## config.mk

```make
export PLATFORM = sky130hd
export DESIGN_NAME = add_sub32
export DESIGN_NICKNAME = d
export VERILOG_FILES = /design/src/rtl/alu_pkg.sv /design/src/rtl/cla32.sv /design/src/rtl/add_sub32.sv
export SDC_FILE = /design/constraint.sdc
export NUM_CORES = 1
export LEC_CHECK = 0
export ABC_AREA = 1
export BUFFER_PORTS_ARGS = -buffer_cell sky130_fd_sc_hd__buf_2
export CELL_PAD_IN_SITES_DETAIL_PLACEMENT = 0
export CELL_PAD_IN_SITES_GLOBAL_PLACEMENT = 1
export CORE_ASPECT_RATIO = 0.7
export CORE_UTILIZATION = 36
export DETAILED_ROUTE_END_ITERATION = 6
export GPL_TIMING_DRIVEN = 0
export PLACE_DENSITY = 0.83
export SETUP_SLACK_MARGIN = 0.3
export SLEW_MARGIN = 0
export SYNTH_ARGS = -nofsm -noshare
export SYNTH_HDL_FRONTEND = slang
export SYNTH_SLANG_ARGS = --single-unit
```

## constraint.sdc

```tcl
create_clock -name clock -period 7.5 [get_ports clock]
set_input_delay 2.25 -clock clock [delete_from_list [all_inputs] [get_ports clock]]
set_output_delay 2.25 -clock clock [all_outputs]
set_load 0.03 [all_outputs]
```

## src/rtl/alu_pkg.sv

```systemverilog
// Shared ALU types: word width, word type and the condition-flag bundle.
package alu_pkg;

  localparam int WORD_W = 32;

  typedef logic [WORD_W-1:0] word_t;

  typedef struct packed {
    logic cout;
    logic ovf;
    logic zero;
    logic neg;
  } alu_flags_t;

endpackage

```

## src/rtl/cla32.sv

```systemverilog
// 32-bit carry-lookahead adder from eight 4-bit lookahead groups; purely combinational.
// Exposes the carry into bit 31 so the caller can form signed overflow.
module cla32
  import alu_pkg::*;
(
  input  word_t x,
  input  word_t y,
  input  logic  cin,
  output word_t sum,
  output logic  cout,
  output logic  c31
);

  word_t      p;
  word_t      g;
  logic [3:0] pk;
  logic [3:0] gk;
  logic [3:0] cg;
  logic       gc;
  logic       grp_g;
  logic       grp_p;

  assign p = x ^ y;
  assign g = x & y;

  // Full lookahead inside each group; group carries chain group to group.
  always_comb begin
    sum   = '0;
    c31   = 1'b0;
    pk    = '0;
    gk    = '0;
    cg    = '0;
    grp_g = 1'b0;
    grp_p = 1'b0;
    gc    = cin;
    for (int k = 0; k < 8; k++) begin
      pk    = p[4*k +: 4];
      gk    = g[4*k +: 4];
      cg[0] = gc;
      cg[1] = gk[0] | (pk[0] & gc);
      cg[2] = gk[1] | (pk[1] & gk[0]) | (pk[1] & pk[0] & gc);
      cg[3] = gk[2] | (pk[2] & gk[1]) | (pk[2] & pk[1] & gk[0])
            | (pk[2] & pk[1] & pk[0] & gc);
      grp_g = gk[3] | (pk[3] & gk[2]) | (pk[3] & pk[2] & gk[1])
            | (pk[3] & pk[2] & pk[1] & gk[0]);
      grp_p = &pk;
      sum[4*k +: 4] = pk ^ cg;
      if (k == 7) c31 = cg[3];
      gc = grp_g | (grp_p & gc);
    end
    cout = gc;
  end

endmodule

```

## src/rtl/add_sub32.sv

```systemverilog
// Registered add/subtract with cout/ovf/zero/neg flags; latency 1 cycle.
// No backpressure: one operation accepted per cycle whenever in_valid is high.
module add_sub32
  import alu_pkg::*;
#(
  parameter int WIDTH = WORD_W
) (
  input  logic             clock,
  input  logic             resetn,
  input  logic             in_valid,
  input  logic [WIDTH-1:0] a,
  input  logic [WIDTH-1:0] b,
  input  logic             sub,
  output logic             out_valid,
  output logic [WIDTH-1:0] s,
  output logic             cout,
  output logic             ovf,
  output logic             zero,
  output logic             neg
);

  word_t      b_x;
  word_t      sum;
  logic       add_cout;
  logic       add_c31;
  alu_flags_t flags_nxt;
  alu_flags_t flags_q;

  // Subtraction is a + ~b + 1: invert b and feed sub in as the carry.
  assign b_x = b ^ {WIDTH{sub}};

  cla32 u_cla32 (
    .x    (a),
    .y    (b_x),
    .cin  (sub),
    .sum  (sum),
    .cout (add_cout),
    .c31  (add_c31)
  );

  always_comb begin
    flags_nxt      = '0;
    flags_nxt.cout = add_cout;
    flags_nxt.ovf  = add_cout ^ add_c31;
    flags_nxt.zero = (sum == '0);
    flags_nxt.neg  = sum[WIDTH-1];
  end

  always_ff @(posedge clock) begin
    if (!resetn) begin
      out_valid <= 1'b0;
      s         <= '0;
      flags_q   <= '{cout: 1'b0, ovf: 1'b0, zero: 1'b1, neg: 1'b0};
    end else begin
      out_valid <= in_valid;
      if (in_valid) begin
        s       <= sum;
        flags_q <= flags_nxt;
      end
    end
  end

  assign cout = flags_q.cout;
  assign ovf  = flags_q.ovf;
  assign zero = flags_q.zero;
  assign neg  = flags_q.neg;

endmodule

```

==> impl_results.md <==
- Status: finished clean
- Min Tclk post-route: 6.46 ns
- CTS tree: done
- Critical path arrival: 6.68 ns
- Layout Cells excl Fill: 692
- N_diodes: 0
- Max cap viols: 0
- Synthesized flop and latch total: 36
- Area of the mapped netlist: 3210 um^2
- Final Setup Violations: 0
- Inserted Clock Buffers: 5
- Global-route wire length before repair: 13.6 mm
- Clock skew: 0 ns
- Cell family with most CP delay: simple AND/OR/NAND/NOR gates
- Routability congestion estimate from global placement: 0.851
- Residual DRC: 0
- Worst Setup Slack, final: 1.04 ns
- Routed wire length: 8.52 mm
- Post-synthesis sequential area ratio: 0.225
- Avg Vias per Cell: 4.50
- Dpl hpwl: 7.11 mm
- Congestion Overflow GR: 0
- Hold WC Path Type: flip-flop to flip-flop
- Final Hold Fails: 0
- Core area: 8550 um^2
- Share of cells above drive strength 1: 0.229
- Largest net degree at the start of global routing: 12
- Clock root buffer: clkbuf_16
- CTS max path bufs: 2
- Overall via count from detail_route: 3113
- TritonCTS Sinks: 36
- 1st-pass router iterations: 4
- Initial Util: 0.375
- Final setup TNS: 0 ns
- Hold Buf Count CTS: 0
- Initial antenna violation count: 0
- Post-CTS setup buffers: 0
- Routed Antenna Nets: 0
- Area growth syn-to-layout: 25.6%
- Worst hold margin: 0.480 ns
- Number of global-route vias before repair: 2873
- Critical Path Start Type: input port
- Final core occ: 0.471
- Total GRT Usage: 0.189
- Cts repair resizes: 0
- Mapped Nets: 570
- Cell count after synthesis: 463
- RSZ-0062 raised after global routing: no
- Worst Path Required: 7.72 ns
- Worst Tran Pin Value: 0.769 ns
- Max Slew Vio Count: 0
- Slowest stage delay, CP: 0.54 ns
- Die area: 9300 um^2
- Period utilization: 0.861
- Worst Setup End Kind: flip-flop
- Peak VDD IR: 0.0975 mV
- Worst-path clk slew: 0.06 ns
- Port buffer count: 101
- Initial DRC count: 164
- Synth unique cells: 27
- DR WL/cell: 12.3 um
- Leakage: 2.31 nW
- Clock latency on the worst-skew pair: 0.28 ns
- PD cells: 203 nW/um^2
- Critical-path maximum fanout: 10
- Synth warn: 0
- Post-layout power: 0.819 mW
- Place WS: 0.454 ns
- Nets: 678
- Site Rows: 28
- I/O Pins: 105
- Dpl cell area: 3860 um^2
- Die Ht: 81.0 um
- Slowest CP cell: fa_1
- Relative slew slack: 0.487
- Cell count after placement: 684
- Crit path buf inv count: 4
- Post-route cell area: 4030 um^2
- DIE WIDTH: 115 um
- Fmax: 0.155 GHz
- CTS H-Tree Depth: 2
- Syn avg cell area: 6.93 um^2
- Kind of critical path: input port to flip-flop
where the power goes:
group / internal (mW) / total (mW) / leakage (nW) / switching, mW
logic: 0.131 / 0.362 / 1.93 / 0.231
clock network: 0.156 / 0.231 / 0.0808 / 0.0748
registers: 0.214 / 0.226 / 0.300 / 0.0124
Yosys cell counts (all sizes together):
| cell | n | area share |
|---|---|---|
| nand2 | 99 | 0.13 |
| inv | 80 | 0.094 |
| nor2 | 49 | 0.057 |
| dfxtp | 36 | 0.22 |
| xor2 | 34 | 0.093 |
| ha | 32 | 0.12 |
| nand3 | 26 | 0.044 |
| a21oi | 21 | 0.033 |
| o21ai | 20 | 0.031 |
| o211ai | 16 | 0.037 |
| xnor2 | 12 | 0.033 |
| buf | 9 | 0.014 |
| clkbuf | 7 | 0.0082 |
| fa | 7 | 0.044 |
| nand4 | 4 | 0.0078 |
| a31oi | 3 | 0.0059 |
| nor3 | 3 | 0.0047 |
| o21bai | 2 | 0.0047 |
| a211oi | 1 | 0.0023 |
| a21o | 1 | 0.0023 |
| and3 | 1 | 0.0020 |
flip-flops by register name, summed over array words and instances (netlist names):
name and cells:
ovf 1, out_valid 1, zero 1, cout 1
s 32
layout make-up:
cell class                 count  area [um^2]
clock inverter                 2         35.0
clock buffer                   6          129
multi-input combinational    331         2120
sequential                    36          721
buffer                        16         72.6
inverter                      80          300
tap                          120          150
fill                         923         4520
timing repair buffer         101          505
layout by cell type, fill, tap and decap left out, types with 3 or more instances in the layout:
| cell type | synthesis | layout |
|---|---|---|
| xor2_1 | 34 | 34 |
| buf_2 | 2 | 103 |
| buf_1 | 5 | 3 |
| dfxtp_1 | 36 | 36 |
| o211ai_1 | 16 | 16 |
| a31oi_1 | 3 | 3 |
| nor3_1 | 3 | 3 |
| nand2_4 | 4 | 4 |
| inv_1 | 80 | 80 |
| a21oi_1 | 21 | 21 |
| fa_1 | 7 | 7 |
| nand2_2 | 11 | 11 |
| o21ai_0 | 19 | 19 |
| nor2_1 | 49 | 49 |
| nand2_1 | 84 | 84 |
| nand3_1 | 24 | 24 |
| xnor2_1 | 12 | 12 |
| nand4_1 | 4 | 4 |
| ha_1 | 32 | 32 |
| clkbuf_1 | 7 | 8 |
| clkbuf_16 | 0 | 5 |
worst paths after layout:
path                           start            endpoint  slack [ns]  cells after the start
setup / recovery                 sub   zero$_SDFFE_PN1P_        1.04                     35
hold / removal    s[29]$_SDFFE_PN0P_  s[29]$_SDFFE_PN0P_        0.48                      2
setup reg to reg   s[9]$_SDFFE_PN0P_   s[9]$_SDFFE_PN0P_        6.80                      4
hold reg to reg   s[29]$_SDFFE_PN0P_  s[29]$_SDFFE_PN0P_        0.48                      2
worst min-delay path, delay by kind of cell, from the launching register on:
| kind | cells | cell delay, ns |
|---|---|---|
| flops | 1 | 0.33 |
| compound gates | 1 | 0.08 |
| buf+inv | 1 | 0.05 |
metal layers:
metal / global-route usage / wire length, um / up-vias
met5: 0 / 0 / -
met2: 0.308 / 3570 / 95
met3: 0.0343 / 565 / 7
met1: 0.259 / 4310 / 1335
li1: - / - / 1676
met4: 0.0455 / 74 / 0
cells by family (layout without fill, tap and decap cells):
logic type | after synthesis | after routing | synth area share
and+or+nand+nor | 182 | 182 | 0.249
buffers and inverters | 96 | 205 | 0.115
AOI/OAI and AO/OA | 64 | 64 | 0.117
xor gates and xnor gates | 46 | 46 | 0.126
adders and majority gates | 39 | 39 | 0.168
DFF | 36 | 36 | 0.225
No activity file was read; power rests on OpenSTA's default activity.
